===== src/rtl/stack_op_sequencer_if.sv =====
// Decoder command handshake, status outputs and backing-stack strobes of stack_op_sequencer.
interface stack_op_sequencer_if #(
  parameter int DATA_WIDTH = 16,
  parameter int ADDR_WIDTH = 10
);
  logic                  cmd_valid;
  logic                  cmd_ready;
  logic [2:0]            cmd_op;
  logic [DATA_WIDTH-1:0] cmd_data;
  logic                  done;
  logic                  err_underflow;
  logic                  err_overflow;
  logic [DATA_WIDTH-1:0] result;
  logic [DATA_WIDTH-1:0] tos;
  logic [DATA_WIDTH-1:0] nos;
  logic [ADDR_WIDTH+1:0] depth;
  logic                  bs_push;
  logic [DATA_WIDTH-1:0] bs_wdata;
  logic                  bs_pop;
  logic [DATA_WIDTH-1:0] bs_rdata;

  modport slave (
    input  cmd_valid, cmd_op, cmd_data, bs_rdata,
    output cmd_ready, done, err_underflow, err_overflow, result, tos, nos, depth,
           bs_push, bs_wdata, bs_pop
  );

  modport master (
    output cmd_valid, cmd_op, cmd_data, bs_rdata,
    input  cmd_ready, done, err_underflow, err_overflow, result, tos, nos, depth,
           bs_push, bs_wdata, bs_pop
  );
endinterface


===== src/rtl/stack_op_sequencer.sv =====
// Forth data-stack sequencer: TOS/NOS cached in registers, deeper cells spilled to a backing stack.
// Optional macro STACK_SEQ_HWM_EN adds the hwm (max depth since reset) output.
module stack_op_sequencer #(
  parameter int DATA_WIDTH = 16,
  parameter int ADDR_WIDTH = 10
) (
  input  logic                  write_clock,
  input  logic                  reset,
  stack_op_sequencer_if.slave   bus
`ifdef STACK_SEQ_HWM_EN
  ,
  output logic [ADDR_WIDTH+1:0] hwm
`endif
);
  localparam int DEPTH_W = ADDR_WIDTH + 2;
  localparam logic [DEPTH_W-1:0] DMAX = DEPTH_W'((1 << ADDR_WIDTH) + 2);
  localparam logic [DEPTH_W-1:0] D0 = '0;
  localparam logic [DEPTH_W-1:0] D1 = DEPTH_W'(1);
  localparam logic [DEPTH_W-1:0] D2 = DEPTH_W'(2);
  localparam logic [DEPTH_W-1:0] D3 = DEPTH_W'(3);

  localparam logic [2:0] OP_NOP  = 3'd0;
  localparam logic [2:0] OP_PUSH = 3'd1;
  localparam logic [2:0] OP_DROP = 3'd2;
  localparam logic [2:0] OP_DUP  = 3'd3;
  localparam logic [2:0] OP_SWAP = 3'd4;
  localparam logic [2:0] OP_OVER = 3'd5;
  localparam logic [2:0] OP_ROT  = 3'd6;
  localparam logic [2:0] OP_POP  = 3'd7;

  typedef enum logic [1:0] {IDLE, FILL_REQ, FILL_WAIT} state_t;

  state_t                state_q;
  logic [DATA_WIDTH-1:0] tos_q, nos_q, result_q, bs_wdata_q;
  logic [DEPTH_W-1:0]    depth_q, depth_d;
  logic                  done_q, err_u_q, err_o_q, bs_push_q, bs_pop_q;
  logic                  rot_q, pop_q;

  logic                  accept, grow, shrink, underflow, overflow, needs_fill;
  logic [DEPTH_W-1:0]    req;

  always_comb begin
    accept     = bus.cmd_valid && (state_q == IDLE);
    grow       = (bus.cmd_op == OP_PUSH) || (bus.cmd_op == OP_DUP) || (bus.cmd_op == OP_OVER);
    shrink     = (bus.cmd_op == OP_DROP) || (bus.cmd_op == OP_POP);
    req        = D0;
    case (bus.cmd_op)
      OP_DROP, OP_DUP, OP_POP: req = D1;
      OP_SWAP, OP_OVER:        req = D2;
      OP_ROT:                  req = D3;
      default:                 req = D0;
    endcase
    underflow  = depth_q < req;
    overflow   = grow && (depth_q == DMAX);
    needs_fill = (bus.cmd_op == OP_ROT) || (shrink && (depth_q >= D3));
    depth_d    = depth_q;
    if (accept && !underflow && !overflow && !needs_fill) begin
      if (grow) depth_d = depth_q + D1;
      else if (shrink) depth_d = depth_q - D1;
    end
    // Fill DROP/POP loses its cell when the refill lands; ROT keeps depth.
    if (state_q == FILL_WAIT && !rot_q) depth_d = depth_q - D1;
  end

  always_ff @(posedge write_clock) begin
    if (reset) begin
      state_q    <= IDLE;
      tos_q      <= '0;
      nos_q      <= '0;
      result_q   <= '0;
      bs_wdata_q <= '0;
      depth_q    <= '0;
      done_q     <= 1'b0;
      err_u_q    <= 1'b0;
      err_o_q    <= 1'b0;
      bs_push_q  <= 1'b0;
      bs_pop_q   <= 1'b0;
      rot_q      <= 1'b0;
      pop_q      <= 1'b0;
    end else begin
      done_q    <= 1'b0;
      err_u_q   <= 1'b0;
      err_o_q   <= 1'b0;
      bs_push_q <= 1'b0;
      bs_pop_q  <= 1'b0;
      depth_q   <= depth_d;
      case (state_q)
        IDLE: begin
          if (bus.cmd_valid) begin
            if (underflow || overflow) begin
              done_q  <= 1'b1;
              err_u_q <= underflow;
              err_o_q <= overflow;
            end else if (needs_fill) begin
              state_q  <= FILL_REQ;
              bs_pop_q <= 1'b1;
              rot_q    <= (bus.cmd_op == OP_ROT);
              pop_q    <= (bus.cmd_op == OP_POP);
            end else begin
              done_q <= 1'b1;
              // Growing past two cached cells pushes the old NOS out.
              if (grow && depth_q >= D2) begin
                bs_push_q  <= 1'b1;
                bs_wdata_q <= nos_q;
              end
              case (bus.cmd_op)
                OP_PUSH: begin
                  nos_q <= tos_q;
                  tos_q <= bus.cmd_data;
                end
                OP_DUP: nos_q <= tos_q;
                OP_OVER, OP_SWAP: begin
                  nos_q <= tos_q;
                  tos_q <= nos_q;
                end
                OP_DROP, OP_POP: begin
                  if (bus.cmd_op == OP_POP) result_q <= tos_q;
                  tos_q <= (depth_q == D1) ? '0 : nos_q;
                  nos_q <= '0;
                end
                default: ;
              endcase
            end
          end
        end
        FILL_REQ: state_q <= FILL_WAIT;
        FILL_WAIT: begin
          state_q <= IDLE;
          done_q  <= 1'b1;
          if (rot_q) begin
            tos_q      <= bus.bs_rdata;
            nos_q      <= tos_q;
            bs_push_q  <= 1'b1;
            bs_wdata_q <= nos_q;
          end else begin
            if (pop_q) result_q <= tos_q;
            tos_q <= nos_q;
            nos_q <= bus.bs_rdata;
          end
        end
        default: state_q <= IDLE;
      endcase
    end
  end

`ifdef STACK_SEQ_HWM_EN
  logic [DEPTH_W-1:0] hwm_q;

  always_ff @(posedge write_clock) begin
    if (reset) hwm_q <= '0;
    else if (depth_d > hwm_q) hwm_q <= depth_d;
  end

  assign hwm = hwm_q;
`endif

  assign bus.cmd_ready     = (state_q == IDLE);
  assign bus.done          = done_q;
  assign bus.err_underflow = err_u_q;
  assign bus.err_overflow  = err_o_q;
  assign bus.result        = result_q;
  assign bus.tos           = tos_q;
  assign bus.nos           = nos_q;
  assign bus.depth         = depth_q;
  assign bus.bs_push       = bs_push_q;
  assign bus.bs_wdata      = bs_wdata_q;
  assign bus.bs_pop        = bs_pop_q;
endmodule

===== src/flat_wrapper.sv =====
// flat-port wrapper written by rule: the top's interface ports become plain ports
module stack_op_sequencer_flat 
#(
  parameter int DATA_WIDTH = 16,
  parameter int ADDR_WIDTH = 10
)
  (write_clock, reset, bus_cmd_valid, bus_cmd_op, bus_cmd_data, bus_bs_rdata, bus_cmd_ready, bus_done, bus_err_underflow, bus_err_overflow, bus_result, bus_tos, bus_nos, bus_depth, bus_bs_push, bus_bs_wdata, bus_bs_pop);
  stack_op_sequencer_if #(.DATA_WIDTH(DATA_WIDTH), .ADDR_WIDTH(ADDR_WIDTH)) bus_i ();
  input  logic write_clock;
  input  logic reset;
  input wire logic [$bits(bus_i.cmd_valid)-1:0] bus_cmd_valid;
  input wire logic [$bits(bus_i.cmd_op)-1:0] bus_cmd_op;
  input wire logic [$bits(bus_i.cmd_data)-1:0] bus_cmd_data;
  input wire logic [$bits(bus_i.bs_rdata)-1:0] bus_bs_rdata;
  output wire logic [$bits(bus_i.cmd_ready)-1:0] bus_cmd_ready;
  output wire logic [$bits(bus_i.done)-1:0] bus_done;
  output wire logic [$bits(bus_i.err_underflow)-1:0] bus_err_underflow;
  output wire logic [$bits(bus_i.err_overflow)-1:0] bus_err_overflow;
  output wire logic [$bits(bus_i.result)-1:0] bus_result;
  output wire logic [$bits(bus_i.tos)-1:0] bus_tos;
  output wire logic [$bits(bus_i.nos)-1:0] bus_nos;
  output wire logic [$bits(bus_i.depth)-1:0] bus_depth;
  output wire logic [$bits(bus_i.bs_push)-1:0] bus_bs_push;
  output wire logic [$bits(bus_i.bs_wdata)-1:0] bus_bs_wdata;
  output wire logic [$bits(bus_i.bs_pop)-1:0] bus_bs_pop;
  assign bus_i.cmd_valid = bus_cmd_valid;
  assign bus_i.cmd_op = bus_cmd_op;
  assign bus_i.cmd_data = bus_cmd_data;
  assign bus_i.bs_rdata = bus_bs_rdata;
  assign bus_cmd_ready = bus_i.cmd_ready;
  assign bus_done = bus_i.done;
  assign bus_err_underflow = bus_i.err_underflow;
  assign bus_err_overflow = bus_i.err_overflow;
  assign bus_result = bus_i.result;
  assign bus_tos = bus_i.tos;
  assign bus_nos = bus_i.nos;
  assign bus_depth = bus_i.depth;
  assign bus_bs_push = bus_i.bs_push;
  assign bus_bs_wdata = bus_i.bs_wdata;
  assign bus_bs_pop = bus_i.bs_pop;
  stack_op_sequencer #(.DATA_WIDTH(DATA_WIDTH), .ADDR_WIDTH(ADDR_WIDTH)) u_core (.write_clock(write_clock), .reset(reset), .bus(bus_i));
endmodule

===== config.mk =====
export PLATFORM = sky130hd
export DESIGN_NAME = stack_op_sequencer_flat
export DESIGN_NICKNAME = d
export VERILOG_FILES = /design/src/rtl/stack_op_sequencer_if.sv /design/src/rtl/stack_op_sequencer.sv /design/src/flat_wrapper.sv
export SDC_FILE = /design/constraint.sdc
export NUM_CORES = 1
export LEC_CHECK = 0
export ABC_AREA = 1
export BUFFER_PORTS_ARGS = -buffer_cell sky130_fd_sc_hd__clkbuf_2
export CAP_MARGIN = 10
export CORE_UTILIZATION = 46
export DETAILED_ROUTE_END_ITERATION = 7
export GPL_TIMING_DRIVEN = 0
export PLACE_DENSITY = 0.85
export SLEW_MARGIN = 5
export SYNTH_ARGS = -nofsm -noshare
export SYNTH_HDL_FRONTEND = slang
export SYNTH_SLANG_ARGS = --single-unit

===== constraint.sdc =====
create_clock -name write_clock -period 1.72 [get_ports write_clock]
set_input_delay 0.344 -clock write_clock [delete_from_list [all_inputs] [get_ports write_clock]]
set_output_delay 0.344 -clock write_clock [all_outputs]
set_load 0.1 [all_outputs]

==> summary.log <==
qor: outcome.run_status finished, violations left
qor: outcome.violations setup timing
qor: final_layout.finalNetCount 981
qor: hold_path.hold-path-cell-count 2
qor: global_route.grt_remaining_overflow 0
qor: clock_tree.numCtsBuffers 9
qor: timing.whs 163 ps
qor: critical_path.crit_path_end_kind register
qor: route.detail_route.first_pass.iterations 5
qor: timing.max_slew.worst_pin.slew 692 ps
qor: timing.rsz0062_at_grt yes
qor: clock_tree.insertion_delay 370 ps
qor: clock_tree.clock_sinks 85
qor: clock_tree.clock_tree.htree_level_count 3
qor: critical_path.reg2reg_depth 12
qor: pwr.leakagePower 3.31 nW
qor: place.dpl.hpwl 11400 um
qor: place.port_buffers 118
qor: floorplan.effective_utilization_at_floorplan 47.4%
qor: logic_synthesis.yosys_warnings 0
qor: pwr.worst_ir_drop_vdd 1.26 mV
qor: critical_path.critical_path.max_stage_delay 380 ps
qor: floorplan.design.die.area 0.0111 sq mm
qor: clock_tree.cts_root_buf sky130_fd_sc_hd__clkbuf_8
qor: timing.finalHoldViolations 0
qor: pwr.power 0.0143 W
qor: critical_path.critical_path.most_common_cell sky130_fd_sc_hd__buf_12
qor: logic_synthesis.mapped_nets 815
qor: logic_synthesis.synth_area_per_cell 6.35 sq um
qor: logic_synthesis.ys_async_sr_fraction 0%
qor: floorplan.floorplan.core_area 0.0103 sq mm
qor: final_layout.final_core_utilization 67.3%
qor: critical_path.crit_fanout 7
qor: pwr.power.density_cell_area 2050 mW/mm^2
qor: critical_path.crit_chain inv_4, ha_4, nand2_2, nor2_4, nand3_4, nand2_4, o21bai_4, buf_12, buf_12, buf_12, a21oi_2, nor2_1
qor: final_layout.flow.area_growth_from_synthesis 41.8%
qor: critical_path.worst-setup-path-type reg2reg
qor: logic_synthesis.yosys.area.top_type sky130_fd_sc_hd__dfxtp_1
qor: clock_tree.clk_path_buf_depth 2
qor: route.route.detailed.vias_per_inst 5.49
qor: global_route.number_of_antenna_violations_at_the_first_check_in_global_routing 0
qor: floorplan.fp-row-count 37
qor: floorplan.ioPinCount 120
qor: route.drc_errors 0
qor: route.routed_length_per_placed_instance 16.2 um
qor: job.drv.max_cap_violation_count 0
qor: critical_path.worst-endpoint-required 1980 ps
qor: logic_synthesis.synthCells 772
qor: hold_path.worst_hold_path.endpoint u_core.state_q[1]$_SDFFE_PP0P_
qor: clock_tree.cts_hold_buf 0
qor: logic_synthesis.synth_edf_count 0
qor: final_layout.antenna-diode-count 0
qor: timing.min_period_over_period 110%
qor: timing.relSlewSlack 53.9%
qor: global_route.grt_max_degree 16
qor: critical_path.crit-reg2reg-launch u_core.bus.depth[0]$_SDFFE_PP0P_
qor: logic_synthesis.netlist_top_cells_count sky130_fd_sc_hd__nand2_1 (184), sky130_fd_sc_hd__nor2_1 (104), sky130_fd_sc_hd__nand3_1 (94)
qor: timing.setup_slack -180 ps
qor: logic_synthesis.yosysMostFrequentCell sky130_fd_sc_hd__nand2_1
qor: critical_path.crit_path_top_delay_cell sky130_fd_sc_hd__dfxtp_4
qor: timing.finalSetupTns -5850 ps
qor: timing.min_cycle_time_layout 1900 ps
qor: logic_synthesis.ys_top_cells_by_area sky130_fd_sc_hd__dfxtp_1 (35%), sky130_fd_sc_hd__nand2_1 (14%), sky130_fd_sc_hd__nand3_1 (9.6%)
qor: global_route.grt_pass1_wl 25700 um
qor: floorplan.vertical_die_dimension 105 um
qor: floorplan.die-width 105 um
qor: critical_path.worst_ep_arrival_time 2160 ps
qor: logic_synthesis.synth-seq-cells 85
qor: clock_tree.tritoncts built
qor: logic_synthesis.yosys_most_used_dff sky130_fd_sc_hd__dfxtp_1
qor: timing.drv_slew 0
qor: global_route.vias_in_the_first_global_route 5145
qor: place.gpl.final_weighted_congestion 0.966
qor: logic_synthesis.ys_types 30
qor: hold_path.min_path_type in2reg
qor: logic_synthesis.yosysTopAreaCellShare 34.7%
qor: logic_synthesis.syn-cell-area 0.00490 sq mm
qor: route.number_of_design_rule_violations_left_by_the_first_detailed_router_iteration 682
qor: hold_path.min_from reset
qor: route.wirelength 17500 um
qor: critical_path.reg2reg_setup_slack -180 ps
qor: global_route.grt.total_usage 29.3%
qor: timing.setup_violation_total_in_the_final_timing_report 68
qor: route.vias 5927
qor: logic_synthesis.synth_seq_area_share 34.7%
qor: timing.achievable-frequency 0.526 GHz
qor: place.post-place-ws -537 ps
qor: timing.final.setup_skew 11.0 ps
qor: route.antenna_violating_nets_post_route 0
qor: clock_tree.clkSlewWorstSetupHoldPaths 90 ps
qor: critical_path.startpoint_type register
qor: critical_path.reg2reg_to u_core.bus.nos[10]$_SDFFE_PP0P_
qor: final_layout.post_route_cells_drive_above_1_share 37.1%
[layout make-up]
cell class	count	area [sq um]
clock buffer	10	128
clock inverter	6	43.8
inverter	80	304
multi-input combinational	558	3140
fill	808	3380
sequential	85	1750
timing repair buffer	157	1040
buffer	47	377
tap	136	170
[metrics by stage]
stage | instances | cell area [sq um]
global route | 1079 | 6950
finish | 1079 | 6950
detailed placement | 1026 | 5890
floorplan | 772 | 5130
CTS | 1065 | 6520
global placement | 1026 | 5890
[what timing repair did]
action / 4_1_cts / 5_1_grt
pin swaps: 14 / 13
gates cloned: 2 / 5
hold endpoints to repair: 0 / 0
endpoints found under the setup margin: 77 / 88
resized for setup: 73 / 86
buffers inserted: 23 / 10
[flip-flops by register name, summed over array words and instances, names as in the netlist, 2 cells and up]
name / cells
u_core.state_q: 2
u_core.bus.result: 16
u_core.bus.depth: 12
u_core.bus.nos: 16
u_core.bus.bs_wdata: 16
u_core.bus.tos: 16
[layer usage]
metal / part of all wire (%) / GRT usage [%]
met1: 41 / 39.6
met2: 46 / 45.6
met3: 8.9 / 4.12
met4: 4.3 / 14.6
met5: 0 / 0
[report_power, final]
group / switching, W / internal (W)
clock network: 0.000782 / 0.000534
registers: 0.000635 / 0.00252
logic: 0.00688 / 0.00291
[how the worst max path moves through the flow]
| stage | startpoint | to | slack [ps] | depth (start not counted) |
|---|---|---|---|---|
| 6_report | u_core.bus.depth[0]$_SDFFE_PP0P_ | u_core.bus.nos[10]$_SDFFE_PP0P_ | -180 | 12 |
| 5_1_grt | u_core.bus.depth[0]$_SDFFE_PP0P_ | u_core.bus.nos[10]$_SDFFE_PP0P_ | -260 | 12 |
| 4_1_cts | u_core.bus.depth[1]$_SDFFE_PP0P_ | u_core.bus.tos[13]$_SDFFE_PP0P_ | -70 | 12 |
| 3_5_place_dp | bus_cmd_op[1] | u_core.bus.bs_wdata[10]$_SDFFE_PP0P_ | -540 | 12 |
| 3_3_place_gp | bus_cmd_op[1] | u_core.bus.bs_wdata[10]$_SDFFE_PP0P_ | -490 | 12 |
| 2_1_floorplan | u_core.state_q[0]$_SDFFE_PP0P_ | u_core.bus.bs_wdata[15]$_SDFFE_PP0P_ | -200 | 9 |
[cell usage in the layout, fill, tap and decap left out, types with 16 or more instances in the layout]
cell                       count
sky130_fd_sc_hd__nand2_1     170
sky130_fd_sc_hd__clkbuf_2    111
sky130_fd_sc_hd__nor2_1       92
sky130_fd_sc_hd__nand3_1      81
sky130_fd_sc_hd__inv_1        71
sky130_fd_sc_hd__dfxtp_1      71
sky130_fd_sc_hd__a21oi_2      55
sky130_fd_sc_hd__a21oi_1      36
sky130_fd_sc_hd__buf_4        30
sky130_fd_sc_hd__o21ai_0      18
sky130_fd_sc_hd__buf_2        16
[worst max-delay path, delay by kind of cell (launching register included)]
| kind | cells | cell delay, ps |
|---|---|---|
| AOI/OAI and AO/OA | 2 | 230 |
| DFF | 1 | 380 |
| and+or+nand+nor | 5 | 550 |
| buffers and inverters | 4 | 500 |
| adders and majority gates | 1 | 120 |
[kinds of logic (layout without fill, tap and decap cells)]
group / after synthesis / count (layout) / share of synthesized area (%)
AND/OR/NAND/NOR: 408 / 408 / 35.5
AO/OA/AOI/OAI: 136 / 136 / 15.5
buffers and inverters: 129 / 300 / 11.4
flip-flops: 85 / 85 / 34.7
XOR/XNOR: 9 / 9 / 1.61
adder cells (fa/ha/maj): 5 / 5 / 1.28
No activity file was read; power rests on OpenSTA's default activity.
